[src/rtl/alu_pipe.sv]
// alu_pipe: pipelined WIDTH-bit ALU with valid/ready handshakes on both sides,
// full status flags and an iterative shift-add multiplier.
module alu_pipe #(
    parameter int WIDTH  = 8,
    parameter int MUL_EN = 1
) (
    input  logic             clk_i,
    input  logic             rst_i,
    input  logic             valid_i,
    output logic             ready_o,
    input  logic [3:0]       opcode_i,
    input  logic [WIDTH-1:0] rs_i,
    input  logic [WIDTH-1:0] rt_i,
    output logic             valid_o,
    input  logic             ready_i,
    output logic [WIDTH-1:0] result_o,
    output logic             set_o,
    output logic             zero_o,
    output logic             carry_o,
    output logic             overflow_o,
    output logic             illegal_o,
    output logic             busy_o
);

    localparam int SHW = $clog2(WIDTH);

    localparam logic [3:0] OP_AND = 4'b0000;
    localparam logic [3:0] OP_ADD = 4'b0001;
    localparam logic [3:0] OP_SLL = 4'b0010;
    localparam logic [3:0] OP_SRL = 4'b0011;
    localparam logic [3:0] OP_SUB = 4'b0100;
    localparam logic [3:0] OP_SLT = 4'b0101;
    localparam logic [3:0] OP_ABS = 4'b0110;
    localparam logic [3:0] OP_SEQ = 4'b0111;
    localparam logic [3:0] OP_OR  = 4'b1000;
    localparam logic [3:0] OP_XOR = 4'b1001;
    localparam logic [3:0] OP_SRA = 4'b1010;
    localparam logic [3:0] OP_MUL = 4'b1011;

    localparam logic [WIDTH-1:0] ZERO    = '0;
    localparam logic [WIDTH-1:0] MIN_NEG = {1'b1, {(WIDTH-1){1'b0}}};

    typedef enum logic {
        IDLE,
        MUL
    } state_t;

    state_t state;
    state_t next_state;

    logic             accept;
    logic             is_mul;
    logic [SHW-1:0]   sh;

    logic [WIDTH:0]   add_full;
    logic [WIDTH:0]   sub_full;
    logic [WIDTH-1:0] alu_result;
    logic             alu_set;
    logic             alu_carry;
    logic             alu_overflow;
    logic             alu_illegal;
    logic             alu_zero;

    logic [2*WIDTH-1:0] mcand;
    logic [2*WIDTH-1:0] acc;
    logic [2*WIDTH-1:0] acc_next;
    logic [WIDTH-1:0]   mplier;
    logic [SHW-1:0]     count;
    logic               last_step;

    // Upstream may only hand over work when idle and the output slot is free
    // (or being emptied this cycle); never during reset.
    assign ready_o = (state == IDLE) && (!valid_o || ready_i) && !rst_i;
    assign accept  = valid_i && ready_o;
    assign is_mul  = (MUL_EN != 0) && (opcode_i == OP_MUL);
    assign sh      = rt_i[SHW-1:0];

    // Single-cycle result and flags for every opcode except a live multiply.
    always_comb begin
        alu_result   = '0;
        alu_set      = 1'b0;
        alu_carry    = 1'b0;
        alu_overflow = 1'b0;
        alu_illegal  = 1'b0;
        add_full     = {1'b0, rs_i} + {1'b0, rt_i};
        sub_full     = {1'b0, rs_i} - {1'b0, rt_i};
        case (opcode_i)
            OP_AND: alu_result = rs_i & rt_i;
            OP_ADD: begin
                alu_result   = add_full[WIDTH-1:0];
                alu_carry    = add_full[WIDTH];
                alu_overflow = (rs_i[WIDTH-1] == rt_i[WIDTH-1]) &&
                               (add_full[WIDTH-1] != rs_i[WIDTH-1]);
            end
            OP_SLL: alu_result = rs_i << sh;
            OP_SRL: alu_result = rs_i >> sh;
            OP_SUB: begin
                alu_result   = sub_full[WIDTH-1:0];
                alu_carry    = sub_full[WIDTH];
                alu_overflow = (rs_i[WIDTH-1] != rt_i[WIDTH-1]) &&
                               (sub_full[WIDTH-1] != rs_i[WIDTH-1]);
            end
            OP_SLT: begin
                alu_set    = $signed(rs_i) < $signed(rt_i);
                alu_result = {{(WIDTH-1){1'b0}}, alu_set};
            end
            OP_ABS: begin
                alu_result   = rs_i[WIDTH-1] ? (ZERO - rs_i) : rs_i;
                alu_overflow = (rs_i == MIN_NEG);
            end
            OP_SEQ: begin
                alu_set    = (rs_i == rt_i);
                alu_result = {{(WIDTH-1){1'b0}}, alu_set};
            end
            OP_OR:  alu_result = rs_i | rt_i;
            OP_XOR: alu_result = rs_i ^ rt_i;
            OP_SRA: alu_result = $signed(rs_i) >>> sh;
            OP_MUL: alu_illegal = (MUL_EN == 0);
            default: alu_illegal = 1'b1;
        endcase
        alu_zero = (alu_result == ZERO);
    end

    // One shift-add step: add the shifted multiplicand when the current
    // multiplier LSB is set.
    always_comb begin
        acc_next  = mplier[0] ? (acc + mcand) : acc;
        last_step = (count == SHW'(WIDTH - 1));
    end

    // State register.
    always_ff @(posedge clk_i) begin
        if (rst_i) begin
            state <= IDLE;
        end else begin
            state <= next_state;
        end
    end

    // Next-state: enter MUL on an accepted multiply, leave after the last bit.
    always_comb begin
        next_state = state;
        case (state)
            IDLE: if (accept && is_mul) next_state = MUL;
            MUL:  if (last_step) next_state = IDLE;
        endcase
    end

    // Output registers and multiplier datapath; outputs only change when a new
    // result is registered, so a stalled result holds steady.
    always_ff @(posedge clk_i) begin
        if (rst_i) begin
            valid_o    <= 1'b0;
            result_o   <= '0;
            set_o      <= 1'b0;
            zero_o     <= 1'b0;
            carry_o    <= 1'b0;
            overflow_o <= 1'b0;
            illegal_o  <= 1'b0;
            busy_o     <= 1'b0;
            mcand      <= '0;
            acc        <= '0;
            mplier     <= '0;
            count      <= '0;
        end else if (accept && !is_mul) begin
            valid_o    <= 1'b1;
            result_o   <= alu_result;
            set_o      <= alu_set;
            zero_o     <= alu_zero;
            carry_o    <= alu_carry;
            overflow_o <= alu_overflow;
            illegal_o  <= alu_illegal;
        end else if (accept && is_mul) begin
            valid_o <= 1'b0;
            busy_o  <= 1'b1;
            mcand   <= {{WIDTH{1'b0}}, rs_i};
            mplier  <= rt_i;
            acc     <= '0;
            count   <= '0;
        end else if (state == MUL) begin
            mcand  <= mcand << 1;
            mplier <= mplier >> 1;
            acc    <= acc_next;
            count  <= count + SHW'(1);
            if (last_step) begin
                valid_o    <= 1'b1;
                busy_o     <= 1'b0;
                result_o   <= acc_next[WIDTH-1:0];
                carry_o    <= |acc_next[2*WIDTH-1:WIDTH];
                zero_o     <= (acc_next[WIDTH-1:0] == ZERO);
                set_o      <= 1'b0;
                overflow_o <= 1'b0;
                illegal_o  <= 1'b0;
            end
        end else if (valid_o && ready_i) begin
            valid_o <= 1'b0;
        end
    end

endmodule

[config.mk]
export PLATFORM = sky130hd
export DESIGN_NAME = alu_pipe
export DESIGN_NICKNAME = d
export VERILOG_FILES = /design/src/rtl/alu_pipe.sv
export SDC_FILE = /design/constraint.sdc
export NUM_CORES = 1
export LEC_CHECK = 0
export BUFFER_PORTS_ARGS = -buffer_cell sky130_fd_sc_hd__buf_2
export CAP_MARGIN = 10
export CORE_MARGIN = 1.5
export CORE_UTILIZATION = 60
export CTS_CLUSTER_SIZE = 40
export DETAILED_ROUTE_END_ITERATION = 10
export PLACE_DENSITY = 0.86
export SLEW_MARGIN = 25
export SYNTH_ARGS = -nofsm -noshare
export SYNTH_HDL_FRONTEND = slang
export SYNTH_SLANG_ARGS = --single-unit
[constraint.sdc]
create_clock -name clk_i -period 4.09 [get_ports clk_i]
set_clock_uncertainty 0.2 [all_clocks]
set_input_delay 0.6135 -clock clk_i [delete_from_list [all_inputs] [get_ports clk_i]]
set_output_delay 0.6135 -clock clk_i [all_outputs]
set_load 0.02 [all_outputs]
==> impl_metrics.ini, run 1 <==
[detailed_routing]
wl_per_cell_um = 20.2
wirelength_um = 16800
drcViolationCount = 0
viasPerCell = 6.75
final_antenna_net_count = 0
via_count = 5610
drt_iter0_markers = 767
drtPass1Iterations = 6

[clock_tree]
cts-root-buf = clkbuf_8
clock-sinks = 59
htreeDepth = 3
clkTransAtPathRegs_ns = 0.07
insertion_delay_ns = 0.34
cts_made_buffers = 9
cts_setup_buffers = 0
ctsHoldBuffers = 0
cts_tree = built
clk_path_buf_depth = 2
cts_resized = 0

[sta]
rsz0062_at_grt = false
final-hold-violation-count = 0
period_needed_ns = 3.37
clock.fmax_mhz = 297
post-route-period-util_pct = 82.4
final_max_slew_viol_count = 0
fin_hold_ws_ns = 0.260
tns_ns = 0
layout_setup_ws_ns = 0.720
relSlewSlack_pct = 39.5
finalSetupViolCount = 0
worst_pin_slew_ns = 0.905

[finish]
final_cell_mix = a21oi_1, nor2_1, nand2_1
drive_gt1_share_pct = 14.2
fin_area_um2 = 5770
layout_commonest_cell = a21oi_1
diodes = 0
nets = 788
areaGrowthSynthToFinish_pct = 7.43
instances_no_fill = 831
final_core_util_pct = 66.5

[synthesis]
synth_seq_cells = 59
synth_largest_area_cell = dfxtp_1
synth_nets = 775
netlist_instances = 705
synthesis.area_um2 = 5370
yosys-top-cells-area = dfxtp_1, ha_1, a21oi_1
ys_seq_area_share_pct = 22.0
synthFlopType = dfxtp_1
synth_top_area_share_pct = 22.0
yosys.cell_types.count = 75
synth-edff-count = 0
syn_avg_cell_area_um2 = 7.62
ys_warn_count = 0
async_reset_ff_share_pct = 0

[placement]
place_ws_ns = 0.577
io_buffers = 39
hpwlAfterDp_um = 12200
dp_cells = 815
dpl-instance-area_um2 = 5560
place_congestion = 0.967

[power]
pwr-share-comb_pct = 21.8
switching_share_pct = 30.7
p_int_mw = 1.04
ir_drop_mv = 0.212
power.total_mw = 1.50
power_per_cell_area_nw_per_um2 = 260
power.switching_uw = 461
clkPwrFrac_pct = 39.1
power_leakage_nw = 2.46
seqPwrFrac_pct = 39.1

[grt]
grt_pass1_vias = 5132
grt_usage_pct = 35.3
grt_antenna_before_repair = 0
grt-ovfl-total = 0
grt_max_degree = 58
grt_pass1_wl_um = 27000

[min_path]
hold_path_class = flip-flop to flip-flop

[floorplan]
start_util_pct = 61.9
coreArea_um2 = 8680
die_area_um2 = 9530
die_x_um = 97.6
ios = 40
die_h_um = 97.6
fp-row-count = 34

[critical_path]
crit_chain = ha_1, fa_1, a21o_1, and4_4, o31ai_1, o21ai_0, mux2i_1, nand4b_1, nor4_1, a311oi_1
r2r_setup_slack_ns = 0.72
critPathKind = flip-flop to flip-flop
worstPathMaxFanout = 3
start_kind = flip-flop
worst_path_max_delay_cell = o31ai_1
end_kind = flip-flop
arrival_ns = 3.37
required_ns = 4.09
cpPeakStageDelay_ns = 0.60

[run_status]
status = finished clean

[job]
drv_cap = 0
-- cell usage after synthesis (all sizes together), types with 3 or more instances --
cell type / n
buf: 15
and3: 7
o221ai: 3
xor2: 5
or2: 3
o31ai: 11
a21o: 9
fa: 3
dfxtp: 59
a211oi: 8
a2111oi: 5
nand2b: 8
mux2i: 12
a311oi: 3
nor4b: 4
nor3: 12
or3: 3
or4: 3
nor4: 11
xnor2: 15
nand4: 3
nor3b: 4
and2: 4
clkbuf: 37
o21a: 3
mux2: 12
nand2: 68
nand4b: 3
o21bai: 4
nand3: 15
mux4: 7
a31oi: 8
o32ai: 3
o22ai: 6
o21ai: 22
inv: 30
nor2: 81
a221oi: 4
nand3b: 5
nor2b: 6
a21oi: 87
a22oi: 29
ha: 43
a32oi: 3
-- power groups by stage --
stage	Sequential [mW]	Clock, mW	Combinational, mW
after floorplan	0.604	0	0.214
after global placement	0.599	0	0.312
after detailed placement	0.599	0	0.315
after CTS	0.586	0.590	0.316
after global routing	0.587	0.616	0.351
final	0.586	0.586	0.327
-- kinds of logic (layout without fill, tap and decap cells) --
family | count (synthesis) | in the layout | synth area share (%)
flops | 59 | 59 | 22.0
simple gates | 243 | 243 | 21.9
compound gates | 224 | 224 | 27.2
xor+xnor | 20 | 20 | 3.26
buf+inv | 82 | 100 | 6.82
mux | 31 | 31 | 7.76
fa+ha+maj | 46 | 46 | 11.1
-- sequential cells by signal, summed over array words and instances, names as in the netlist, 3 cells and up --
name      flops
result_o      8
mcand        16
mplier        8
acc          16
count         3
-- critical path: cells and delay by family (launching register included) --
family	cells	cell delay [ns]
adders and majority gates	2	0.68
AOI/OAI and AO/OA	4	1.17
DFF	1	0.36
and+or+nand+nor	3	0.63
muxes	1	0.18
-- final timing paths --
path | end | from | depth (start not counted)
worst max-delay path | carry_o$_SDFFE_PP0P_ | mcand[0]$_SDFFE_PP0P_ | 10
worst min-delay path | mplier[1]$_SDFFE_PP0P_ | mplier[1]$_SDFFE_PP0P_ | 2
worst max register to register | carry_o$_SDFFE_PP0P_ | mcand[0]$_SDFFE_PP0P_ | 10
worst min register to register | mplier[1]$_SDFFE_PP0P_ | mplier[1]$_SDFFE_PP0P_ | 2
-- layout make-up --
class | count | area, µm²
Inverter | 30 | 113
Tap cell | 108 | 135
Fill cell | 745 | 2910
Clock buffer | 11 | 131
Timing Repair Buffer | 54 | 308
Clock inverter | 5 | 77.6
Sequential cell | 59 | 1180
Multi-Input combinational cell | 564 | 3820
-- per-layer routing --
layer	global-route usage, %	vias to the layer above	wire length (µm)
met4	8.68	0	347
met3	7.77	31	1800
met1	50.6	2602	7240
met2	54.1	369	7420
met5	0	-	0
li1	-	2608	-
Note: power is estimated with default switching activity, not from simulation.
==> inputs of run 2 (changes only) <==
--- a/config.mk
+++ b/config.mk
@@ -8,10 +8,10 @@
 export BUFFER_PORTS_ARGS = -buffer_cell sky130_fd_sc_hd__buf_2
 export CAP_MARGIN = 10
 export CORE_MARGIN = 1.5
-export CORE_UTILIZATION = 60
+export CORE_UTILIZATION = 56
 export CTS_CLUSTER_SIZE = 40
 export DETAILED_ROUTE_END_ITERATION = 10
-export PLACE_DENSITY = 0.86
+export PLACE_DENSITY = 0.84
 export SLEW_MARGIN = 25
 export SYNTH_ARGS = -nofsm -noshare
 export SYNTH_HDL_FRONTEND = slang
==> constraint.sdc (replaced) <==
create_clock -name clk_i -period 2.8 [get_ports clk_i]
set_clock_uncertainty 0.2 [all_clocks]
set_input_delay 0.42 -clock clk_i [delete_from_list [all_inputs] [get_ports clk_i]]
set_output_delay 0.42 -clock clk_i [all_outputs]
set_load 0.02 [all_outputs]
==> run 2 against run 1 <==
  * Clock power increased by 46%
  * Worst setup slack lost 0.97 ns
  * Largest cell class unchanged
  * Critical endpoint unchanged
  * Largest power group unchanged
  * Wire length rose by 26%
  * Final cell count up 18%
  * Critical path type unchanged
  * The flow now finishes with violations (setup timing)
  * Non-clock buffer count up 129
==> impl_metrics.ini, run 2 (synthesis results as in run 1) <==
[sta]
final_max_slew_viol_count = 0
tns_ns = -0.487
rsz0062_at_grt = true
finalSetupViolCount = 4
post-route-period-util_pct = 109
period_needed_ns = 3.05
relSlewSlack_pct = 38.4
clock.fmax_mhz = 328
final-hold-violation-count = 0
worst_pin_slew_ns = 0.921
layout_setup_ws_ns = -0.247

[power]
power_per_cell_area_nw_per_um2 = 339
seqPwrFrac_pct = 36.2
power_leakage_nw = 3.12
ir_drop_mv = 0.241
pwr-share-comb_pct = 27.7
switching_share_pct = 30.6
p_int_mw = 1.64
power.switching_uw = 724
clkPwrFrac_pct = 36.1

[clock_tree]
clk_path_buf_depth = 2
cts-root-buf = clkbuf_8
clkTransAtPathRegs_ns = 0.07
cts_tree = built
cts_made_buffers = 9
insertion_delay_ns = 0.34
ctsHoldBuffers = 0
clock-sinks = 59
htreeDepth = 3

[floorplan]
ios = 40
die_h_um = 101
fp-row-count = 35
start_util_pct = 57.9
coreArea_um2 = 9280
die_x_um = 101
die_area_um2 = 10200

[placement]
io_buffers = 39
dp_cells = 956
place_congestion = 1.06
hpwlAfterDp_um = 14900
dpl-instance-area_um2 = 6560

[min_path]
hold_start = rt_i[7]
hold_end = mplier[7]$_SDFFE_PP0P_
min_path_cells = 3
hold_path_class = primary input to flip-flop

[finish]
nets = 917
areaGrowthSynthToFinish_pct = 29.9
diodes = 0
layout_commonest_cell = buf_4
reg.largest.list = acc (16), mcand (16)
fin_area_um2 = 6980
drive_gt1_share_pct = 30.2
final_cell_mix = buf_4, a21oi_1, nor2_1
instances_no_fill = 981
n_fill_cell = 705

[critical_path]
end_kind = flip-flop
r2r-start = mcand[0]$_SDFFE_PP0P_
rr_endpoint = carry_o$_SDFFE_PP0P_
required_ns = 2.81
worstPathMaxFanout = 2
arrival_ns = 3.05
critPathKind = flip-flop to flip-flop
start_kind = flip-flop
ff2ff_path_depth = 10
r2r_setup_slack_ns = -0.25

[grt]
grt-ovfl-total = 0
grt_pass1_wl_um = 32000
grt_max_degree = 58
grt_usage_pct = 40.6
grt_pass1_vias = 6062
grt_antenna_before_repair = 0

[job]
drv_cap = 0

[detailed_routing]
final_antenna_net_count = 0
viasPerCell = 6.56
drtPass1Iterations = 7
drcViolationCount = 0
via_count = 6435
wl_per_cell_um = 21.5
drt_iter0_markers = 838
wirelength_um = 21100

[run_status]
violations = setup timing
status = finished, violations left
==> run 2: worst max path at each step <==
stage	start	end	slack (ns)	depth (start not counted)
finish	mcand[0]$_SDFFE_PP0P_	carry_o$_SDFFE_PP0P_	-0.25	10
global route	mcand[0]$_SDFFE_PP0P_	carry_o$_SDFFE_PP0P_	-0.30	10
CTS	mcand[0]$_SDFFE_PP0P_	zero_o$_SDFFE_PP0P_	-0.27	10
detailed placement	rs_i[0]	carry_o$_SDFFE_PP0P_	-0.40	13
global placement	rs_i[0]	carry_o$_SDFFE_PP0P_	-0.35	13
floorplan	acc[0]$_SDFFE_PP0P_	zero_o$_SDFFE_PP0P_	-0.18	10
==> run 2: layout make-up <==
type                    instances  area (µm²)  share of cell area [%]
clock buffers                  11         131                    1.88
clock inverters                 5        77.6                    1.11
inverters                      30         113                    1.61
multi-input cells             564        3980                    57.1
flip-flops and latches         59        1180                    17.0
well taps                     129         161                    2.31
repair buffers                183        1330                    19.0
==> run 2: repair_timing <==
item	4_1_cts	5_1_grt
pin swaps	7	7
gates cloned	0	0
resized for setup	8	20
endpoints found under the setup margin	6	13
buffers inserted	4	5
==> run 2: power by group through the flow <==
stage	Clock, mW	Combinational (mW)	Sequential [mW]
after floorplan	0	0.317	0.882
after global placement	0	0.605	0.873
after detailed placement	0	0.615	0.874
after CTS	0.853	0.617	0.855
after global routing	0.895	0.695	0.856
final	0.854	0.656	0.855
==> run 2: metrics by stage <==
| stage | utilization, % | hold WS [ns] | power [mW] | setup slack (ns) |
|---|---|---|---|---|
| floorplan | - | 0.237 | 1.20 | -0.177 |
| global placement | 70.6 | 0.239 | 1.48 | -0.352 |
| detailed placement | 70.6 | 0.257 | 1.49 | -0.399 |
| CTS | 73.6 | 0.179 | 2.32 | -0.265 |
| global route | 75.1 | 0.186 | 2.45 | -0.303 |
| finish | 75.1 | 0.180 | 2.36 | -0.247 |
==> run 2: critical path, stage by stage, from the launching register on <==
cell	delay (ns)
dfxtp_2	0.34
ha_4	0.16
fa_2	0.34
a21o_1	0.19
and4_4	0.15
or3_4	0.34
a21oi_1	0.24
nor4b_1	0.09
or3_1	0.43
nor4_2	0.29
a311oi_1	0.14
==> run 2: per-layer routing <==
| metal | track usage [%] | part of all wire [%] | up-vias |
|---|---|---|---|
| met5 | 0 | 0 | - |
| met4 | 20.0 | 6.0 | 0 |
| met3 | 8.39 | 12 | 118 |
| met2 | 63.1 | 44 | 537 |
| met1 | 53.4 | 39 | 2910 |
| li1 | - | - | 2870 |
